$ cat src/rtl/mem_bus_arbiter_if.sv
// Pipelined Wishbone master port shared by the
// instruction and data masters of mem_bus_arbiter.
interface mem_bus_arbiter_if;
    logic        wb_cyc;
    logic        wb_stb;
    logic        wb_wr_en;
    logic [31:0] wb_addr;
    logic [31:0] wb_wr_data;
    logic [3:0]  wb_sel;
    logic        wb_ack;
    logic        wb_stall;
    logic [31:0] wb_rd_data;

    modport master (
        output wb_cyc,
        output wb_stb,
        output wb_wr_en,
        output wb_addr,
        output wb_wr_data,
        output wb_sel,
        input  wb_ack,
        input  wb_stall,
        input  wb_rd_data
    );

    modport slave (
        input  wb_cyc,
        input  wb_stb,
        input  wb_wr_en,
        input  wb_addr,
        input  wb_wr_data,
        input  wb_sel,
        output wb_ack,
        output wb_stall,
        output wb_rd_data
    );
endinterface

$ cat src/rtl/mem_bus_arbiter.sv
// Round-robin arbiter of fetch and data masters onto one
// pipelined Wishbone port, single outstanding transaction.
module mem_bus_arbiter #(
    parameter int unsigned TIMEOUT_CYCLES = 64
) (
    input  logic              clk,
    input  logic              rst_n,
    input  logic              ins_stb,
    input  logic [31:0]       ins_addr,
    output logic              ins_ack,
    output logic              ins_err,
    output logic [31:0]       ins_rd_data,
    input  logic              dat_stb,
    input  logic              dat_wr_en,
    input  logic [31:0]       dat_addr,
    input  logic [31:0]       dat_wr_data,
    input  logic [3:0]        dat_sel,
    output logic              dat_ack,
    output logic              dat_err,
    output logic [31:0]       dat_rd_data,
    mem_bus_arbiter_if.master wb,
    output logic              grant,
    output logic              busy
);
    typedef enum logic [1:0] {
        IDLE, REQ, WAIT, DONE
    } state_e;

    localparam logic [15:0] CNT_LAST =
        16'(TIMEOUT_CYCLES - 1);

    state_e      state_q, state_d;
    logic [15:0] cnt_q, cnt_d;
    logic        grant_q, grant_d;
    logic        last_q, last_d;
    logic        cyc_q, cyc_d;
    logic        stb_q, stb_d;
    logic        we_q, we_d;
    logic [31:0] addr_q, addr_d;
    logic [31:0] wdat_q, wdat_d;
    logic [3:0]  sel_q, sel_d;
    logic        iack_q, iack_d;
    logic        ierr_q, ierr_d;
    logic [31:0] ird_q, ird_d;
    logic        dack_q, dack_d;
    logic        derr_q, derr_d;
    logic [31:0] drd_q, drd_d;
    logic        pick;
    logic        done_en;
    logic        done_err;
    logic [31:0] done_rd;

    always_comb begin
        state_d  = state_q;
        cnt_d    = cnt_q;
        grant_d  = grant_q;
        last_d   = last_q;
        we_d     = we_q;
        addr_d   = addr_q;
        wdat_d   = wdat_q;
        sel_d    = sel_q;
        pick     = 1'b0;
        done_en  = 1'b0;
        done_err = 1'b0;
        done_rd  = '0;
        unique case (state_q)
            IDLE: begin
                if (ins_stb || dat_stb) begin
                    // dat wins alone, or on a tie after ins
                    pick    = dat_stb & (~ins_stb | ~last_q);
                    grant_d = pick;
                    last_d  = pick;
                    cnt_d   = '0;
                    state_d = REQ;
                    if (pick) begin
                        we_d   = dat_wr_en;
                        addr_d = dat_addr;
                        wdat_d = dat_wr_data;
                        sel_d  = dat_sel;
                    end else begin
                        we_d   = 1'b0;
                        addr_d = ins_addr;
                        wdat_d = '0;
                        sel_d  = 4'hF;
                    end
                end
            end
            REQ: begin
                cnt_d = cnt_q + 16'd1;
                if (!wb.wb_stall && wb.wb_ack) begin
                    done_en = 1'b1;
                    done_rd = wb.wb_rd_data;
                end else if (cnt_q == CNT_LAST) begin
                    done_en  = 1'b1;
                    done_err = 1'b1;
                end else if (!wb.wb_stall) begin
                    state_d = WAIT;
                end
            end
            WAIT: begin
                cnt_d = cnt_q + 16'd1;
                if (wb.wb_ack) begin
                    done_en = 1'b1;
                    done_rd = wb.wb_rd_data;
                end else if (cnt_q == CNT_LAST) begin
                    done_en  = 1'b1;
                    done_err = 1'b1;
                end
            end
            DONE: begin
                state_d = IDLE;
            end
        endcase
        if (done_en) begin
            state_d = DONE;
        end
        cyc_d  = (state_d == REQ) || (state_d == WAIT);
        stb_d  = (state_d == REQ);
        iack_d = done_en & ~grant_q;
        ierr_d = done_en & done_err & ~grant_q;
        ird_d  = iack_d ? done_rd : '0;
        dack_d = done_en & grant_q;
        derr_d = done_en & done_err & grant_q;
        drd_d  = dack_d ? done_rd : '0;
    end

    always_ff @(posedge clk or negedge rst_n) begin
        if (!rst_n) begin
            state_q <= IDLE;
            cnt_q   <= '0;
            grant_q <= 1'b0;
            last_q  <= 1'b1;
            cyc_q   <= 1'b0;
            stb_q   <= 1'b0;
            we_q    <= 1'b0;
            addr_q  <= '0;
            wdat_q  <= '0;
            sel_q   <= '0;
            iack_q  <= 1'b0;
            ierr_q  <= 1'b0;
            ird_q   <= '0;
            dack_q  <= 1'b0;
            derr_q  <= 1'b0;
            drd_q   <= '0;
        end else begin
            state_q <= state_d;
            cnt_q   <= cnt_d;
            grant_q <= grant_d;
            last_q  <= last_d;
            cyc_q   <= cyc_d;
            stb_q   <= stb_d;
            we_q    <= we_d;
            addr_q  <= addr_d;
            wdat_q  <= wdat_d;
            sel_q   <= sel_d;
            iack_q  <= iack_d;
            ierr_q  <= ierr_d;
            ird_q   <= ird_d;
            dack_q  <= dack_d;
            derr_q  <= derr_d;
            drd_q   <= drd_d;
        end
    end

    assign wb.wb_cyc     = cyc_q;
    assign wb.wb_stb     = stb_q;
    assign wb.wb_wr_en   = we_q;
    assign wb.wb_addr    = addr_q;
    assign wb.wb_wr_data = wdat_q;
    assign wb.wb_sel     = sel_q;
    assign ins_ack       = iack_q;
    assign ins_err       = ierr_q;
    assign ins_rd_data   = ird_q;
    assign dat_ack       = dack_q;
    assign dat_err       = derr_q;
    assign dat_rd_data   = drd_q;
    assign grant         = grant_q;
    assign busy          = (state_q != IDLE);
endmodule

$ cat src/flat_wrapper.sv
// flat-port wrapper written by rule: the top's interface ports become plain ports
module mem_bus_arbiter_flat 
#(
    parameter int unsigned TIMEOUT_CYCLES = 64
)
  (clk, rst_n, ins_stb, ins_addr, ins_ack, ins_err, ins_rd_data, dat_stb, dat_wr_en, dat_addr, dat_wr_data, dat_sel, dat_ack, dat_err, dat_rd_data, grant, busy, wb_wb_cyc, wb_wb_stb, wb_wb_wr_en, wb_wb_addr, wb_wb_wr_data, wb_wb_sel, wb_wb_ack, wb_wb_stall, wb_wb_rd_data);
  mem_bus_arbiter_if wb_i ();
  input  logic clk;
  input  logic rst_n;
  input  logic ins_stb;
  input  logic [31:0] ins_addr;
  output logic ins_ack;
  output logic ins_err;
  output logic [31:0] ins_rd_data;
  input  logic dat_stb;
  input  logic dat_wr_en;
  input  logic [31:0] dat_addr;
  input  logic [31:0] dat_wr_data;
  input  logic [3:0] dat_sel;
  output logic dat_ack;
  output logic dat_err;
  output logic [31:0] dat_rd_data;
  output logic grant;
  output logic busy;
  output wire logic [$bits(wb_i.wb_cyc)-1:0] wb_wb_cyc;
  output wire logic [$bits(wb_i.wb_stb)-1:0] wb_wb_stb;
  output wire logic [$bits(wb_i.wb_wr_en)-1:0] wb_wb_wr_en;
  output wire logic [$bits(wb_i.wb_addr)-1:0] wb_wb_addr;
  output wire logic [$bits(wb_i.wb_wr_data)-1:0] wb_wb_wr_data;
  output wire logic [$bits(wb_i.wb_sel)-1:0] wb_wb_sel;
  input wire logic [$bits(wb_i.wb_ack)-1:0] wb_wb_ack;
  input wire logic [$bits(wb_i.wb_stall)-1:0] wb_wb_stall;
  input wire logic [$bits(wb_i.wb_rd_data)-1:0] wb_wb_rd_data;
  assign wb_wb_cyc = wb_i.wb_cyc;
  assign wb_wb_stb = wb_i.wb_stb;
  assign wb_wb_wr_en = wb_i.wb_wr_en;
  assign wb_wb_addr = wb_i.wb_addr;
  assign wb_wb_wr_data = wb_i.wb_wr_data;
  assign wb_wb_sel = wb_i.wb_sel;
  assign wb_i.wb_ack = wb_wb_ack;
  assign wb_i.wb_stall = wb_wb_stall;
  assign wb_i.wb_rd_data = wb_wb_rd_data;
  mem_bus_arbiter #(.TIMEOUT_CYCLES(TIMEOUT_CYCLES)) u_core (.clk(clk), .rst_n(rst_n), .ins_stb(ins_stb), .ins_addr(ins_addr), .ins_ack(ins_ack), .ins_err(ins_err), .ins_rd_data(ins_rd_data), .dat_stb(dat_stb), .dat_wr_en(dat_wr_en), .dat_addr(dat_addr), .dat_wr_data(dat_wr_data), .dat_sel(dat_sel), .dat_ack(dat_ack), .dat_err(dat_err), .dat_rd_data(dat_rd_data), .wb(wb_i), .grant(grant), .busy(busy));
endmodule
$ cat config.mk
export PLATFORM = sky130hd
export DESIGN_NAME = mem_bus_arbiter_flat
export DESIGN_NICKNAME = d
export VERILOG_FILES = /design/src/rtl/mem_bus_arbiter_if.sv /design/src/rtl/mem_bus_arbiter.sv /design/src/flat_wrapper.sv
export SDC_FILE = /design/constraint.sdc
export NUM_CORES = 1
export LEC_CHECK = 0
export ABC_AREA = 1
export CORE_ASPECT_RATIO = 1.25
export CORE_MARGIN = 1
export CORE_UTILIZATION = 38
export DETAILED_ROUTE_END_ITERATION = 8
export PLACE_DENSITY = 0.74
export SYNTH_ARGS = -nofsm -noshare
export SYNTH_HDL_FRONTEND = slang
export SYNTH_SLANG_ARGS = --single-unit
$ cat constraint.sdc
create_clock -name clk -period 1.54 [get_ports clk]
set_input_delay 0.308 -clock clk [delete_from_list [all_inputs] [get_ports clk]]
set_output_delay 0.308 -clock clk [all_outputs]
set_load 0.02 [all_outputs]
==> results.cfg <==
[run_status]
status = complete, but fails checks
violations = setup timing

[global_routing]
grt_usage_pct = 22.6
antenna_found_initial = 0
grt_pass1_vias = 5789
grt_pass1_wl_um = 29400
grt_remaining_overflow = 0
grt_max_degree = 37

[critical_path]
path_cells = inv_2 -> ha_4 -> inv_4 -> buf_6 -> buf_6
worst_ep_required_time_ns = 1.23
worst-path-max-fanout = 3
crit_top_cell = buf_6
path_class = reg -> out
r2r_slack_ns = -0.13
r2r-end = u_core.wb.wb_cyc
worst_setup_path_start_kind = register
cp-startpoint = u_core.state_q[0]
reg2reg_depth = 9
end_kind = output port
critPathArrivalTime_ns = 1.38
crit_slowest_cell = dfrtp_1
endpoint = busy
r2r_start = u_core.state_q[0]
critPathMaxStageDelay_ns = 0.39

[place]
post-dp-hpwl_um = 13200
port_buffers = 279
gp_congestion = 0.816
place_area_mm2 = 0.00985
dp_slack_ns = -0.384
dp_cells = 1165

[route]
drt-vias-per-instance = 4.84
dr.pass1.iters = 4
num_vias = 5987
drtIter0Drc = 282
ant_nets = 0
drc = 0
wire_per_inst_um = 16.7
drt_wl_total_um = 20700

[logic_synthesis]
synth_top_area_share_pct = 62.7
synth_warnings = 0
ys_types = 26
ys_ff_latch = 159
synth_top_family_by_area = simple AND/OR/NAND/NOR gates
synth_top_area_cell = dfrtp_1
synth_compound_area_share_pct = 12.4
synth.area.top_cells = dfrtp_1 63%, nand2_1 7.3%, nor2_1 7.2%
synth_nets = 781
avgSynthCellArea_um2 = 9.89
yosysSeqAreaShare_pct = 63.2
synth-adder-area-share_pct = 0.993
yosys.area_share.simple_pct = 18.6
synth_xor_area_share_pct = 0
synthMuxAreaShare_pct = 0
syn_area_mm2 = 0.00630
syn_inst = 637

[clock_tree]
clkLatencyLatePin_ns = 0.42
cts_tree = done
cts.path.max_buffers = 2
cts_buffers = 17
clkTransAtPathRegs_ns = 0.06
clock-sinks = 159
root_buffer = clkbuf_16
htreeDepth = 4

[sta]
rsz0062_at_grt = yes
tightest_slew_ns = 0.346
min_period_over_period_pct = 109
final.setup.worst_slack_ns = -0.143
fin_crit_ns = 1.68
setup_viol = 119
hold_violations = 0
slew_headroom_pct = 76.8
drv_slew = 0
fmax_mhz = 594
fin_hold_ws_ns = 0.342
fin_skew_ns = 0.00950

[finish]
final_cells = 1237
area_delta_synth_final_pct = 78.3
finalInstanceArea_mm2 = 0.0112
seqCellArea_mm2 = 0.00398
drive_gt1_share_pct = 24.9
fillers = 1248
multi_input_area_mm2 = 0.00239
n_antenna_cell = 0
fin_nets = 1152

[die]
die_y_um = 146
rows = 52
ioPinCount = 280
die_area_mm2 = 0.0171
initial_utilization_pct = 38.9
die_w_um = 117
core_area_mm2 = 0.0162

[min_path]
min_path_type = in -> async

[pwr]
power_density_mw_per_mm2 = 1670
power.leakage_nw = 5.49
vdd_drop_max_mv = 1.19

[run]
maxCapViolations = 0
==> kinds of logic after synthesis <==
family,Yosys count
buf+inv,64
simple gates,287
flops,159
compound gates,122
fa+ha+maj,5
==> cell type report <==
class | count | share of cell area (%)
Tap cell | 216 | 2.41
Clock inverter | 14 | 1.17
Inverter | 34 | 1.26
Timing Repair Buffer | 379 | 34.4
Timing Repair inverter | 2 | 0.134
Sequential cell | 159 | 35.4
Clock buffer | 18 | 3.91
Multi-Input combinational cell | 415 | 21.3
==> cell usage in the layout, fill, tap and decap left out, drive strengths merged <==
cell             n
o21bai           1
bufinv           1
nor2           130
nand4           11
clkinv           5
dlygate4sd3      1
a211oi           1
a22o            33
clkinvlp         6
nor3b            1
a21oi            7
clkbuf          30
nand3           13
dlygate4sd2    139
o22a             4
dfrtp          158
dfstp            1
clkdlybuf4s50  137
nor3             5
buf             90
nand2          128
ha               5
inv             38
o21ai           76
==> repair_timing <==
| action | 4_1_cts | 5_1_grt |
|---|---|---|
| resized for setup | 175 | 163 |
| hold buffers | 1 | 0 |
| gates cloned | 3 | 17 |
| pin swaps | 8 | 37 |
| setup endpoints to repair | 231 | 140 |
| hold endpoints to repair | 20 | 0 |
| setup buffers | 11 | 10 |
==> worst max-delay path: cells and delay by family, from the launching register on <==
kind | cells | cell delay, ns
adder cells (fa/ha/maj) | 1 | 0.17
flip-flops | 1 | 0.39
buffers and inverters | 4 | 0.39
==> layer usage <==
metal,wire length (um),track usage [%],vias to the layer above
met3,1740,7.50,31
met5,0,0,-
met2,11100,39.5,269
met1,7310,24.8,2849
met4,498,9.05,0
li1,-,-,2838
==> registers in the layout, indices dropped and copies added, names as in the netlist, 2 cells and up <==
name                  count
u_core.ins_rd_data       32
u_core.wb.wb_sel          4
u_core.state_q            2
u_core.cnt_q             16
u_core.wb.wb_wr_data     32
u_core.wb.wb_addr        32
u_core.dat_rd_data       32
==> report_power, final <==
group	switching [W]	internal, W	total (W)
registers	0.000539	0.00515	0.00569
clock network	0.00174	0.00229	0.00403
logic	0.00486	0.00417	0.00903
total	0.00714	0.0116	0.0188
==> cells in the mapped netlist, drive strengths merged <==
cell and n:
o22a 4, buf 15, a21oi 7, a211oi 1, nor3b 1, nor2 130
clkbuf 15, a22o 33, o21bai 1, nand2 127, dfstp 1, ha 5
nand3 13, nor3 5, inv 34, dfrtp 158, o21ai 76, nand4 11
==> metrics by stage <==
stage	utilization (%)	setup TNS [ns]	total power, W
4_1_cts	64.6	-6.14	0.0170
5_1_grt	69.3	-19.30	0.0197
3_5_place_dp	60.8	-38.11	0.0131
3_3_place_gp	60.8	-32.01	0.0130
2_1_floorplan	-	-1.58	0.00935
6_report	69.3	-7.63	0.0188
==> worst min path at each step <==
stage,startpoint,endpoint,slack [ns],depth (start not counted)
final,rst_n,u_core.ins_rd_data[31],0.34,2
after global routing,rst_n,u_core.ins_rd_data[31],0.36,2
after floorplan,rst_n,u_core.cnt_q[0],0.01,0
after global placement,rst_n,u_core.dat_rd_data[31],0.19,1
after CTS,rst_n,u_core.dat_rd_data[27],0.31,2
after detailed placement,rst_n,u_core.ins_rd_data[31],0.19,1
Power figures use the tool's default switching activity.
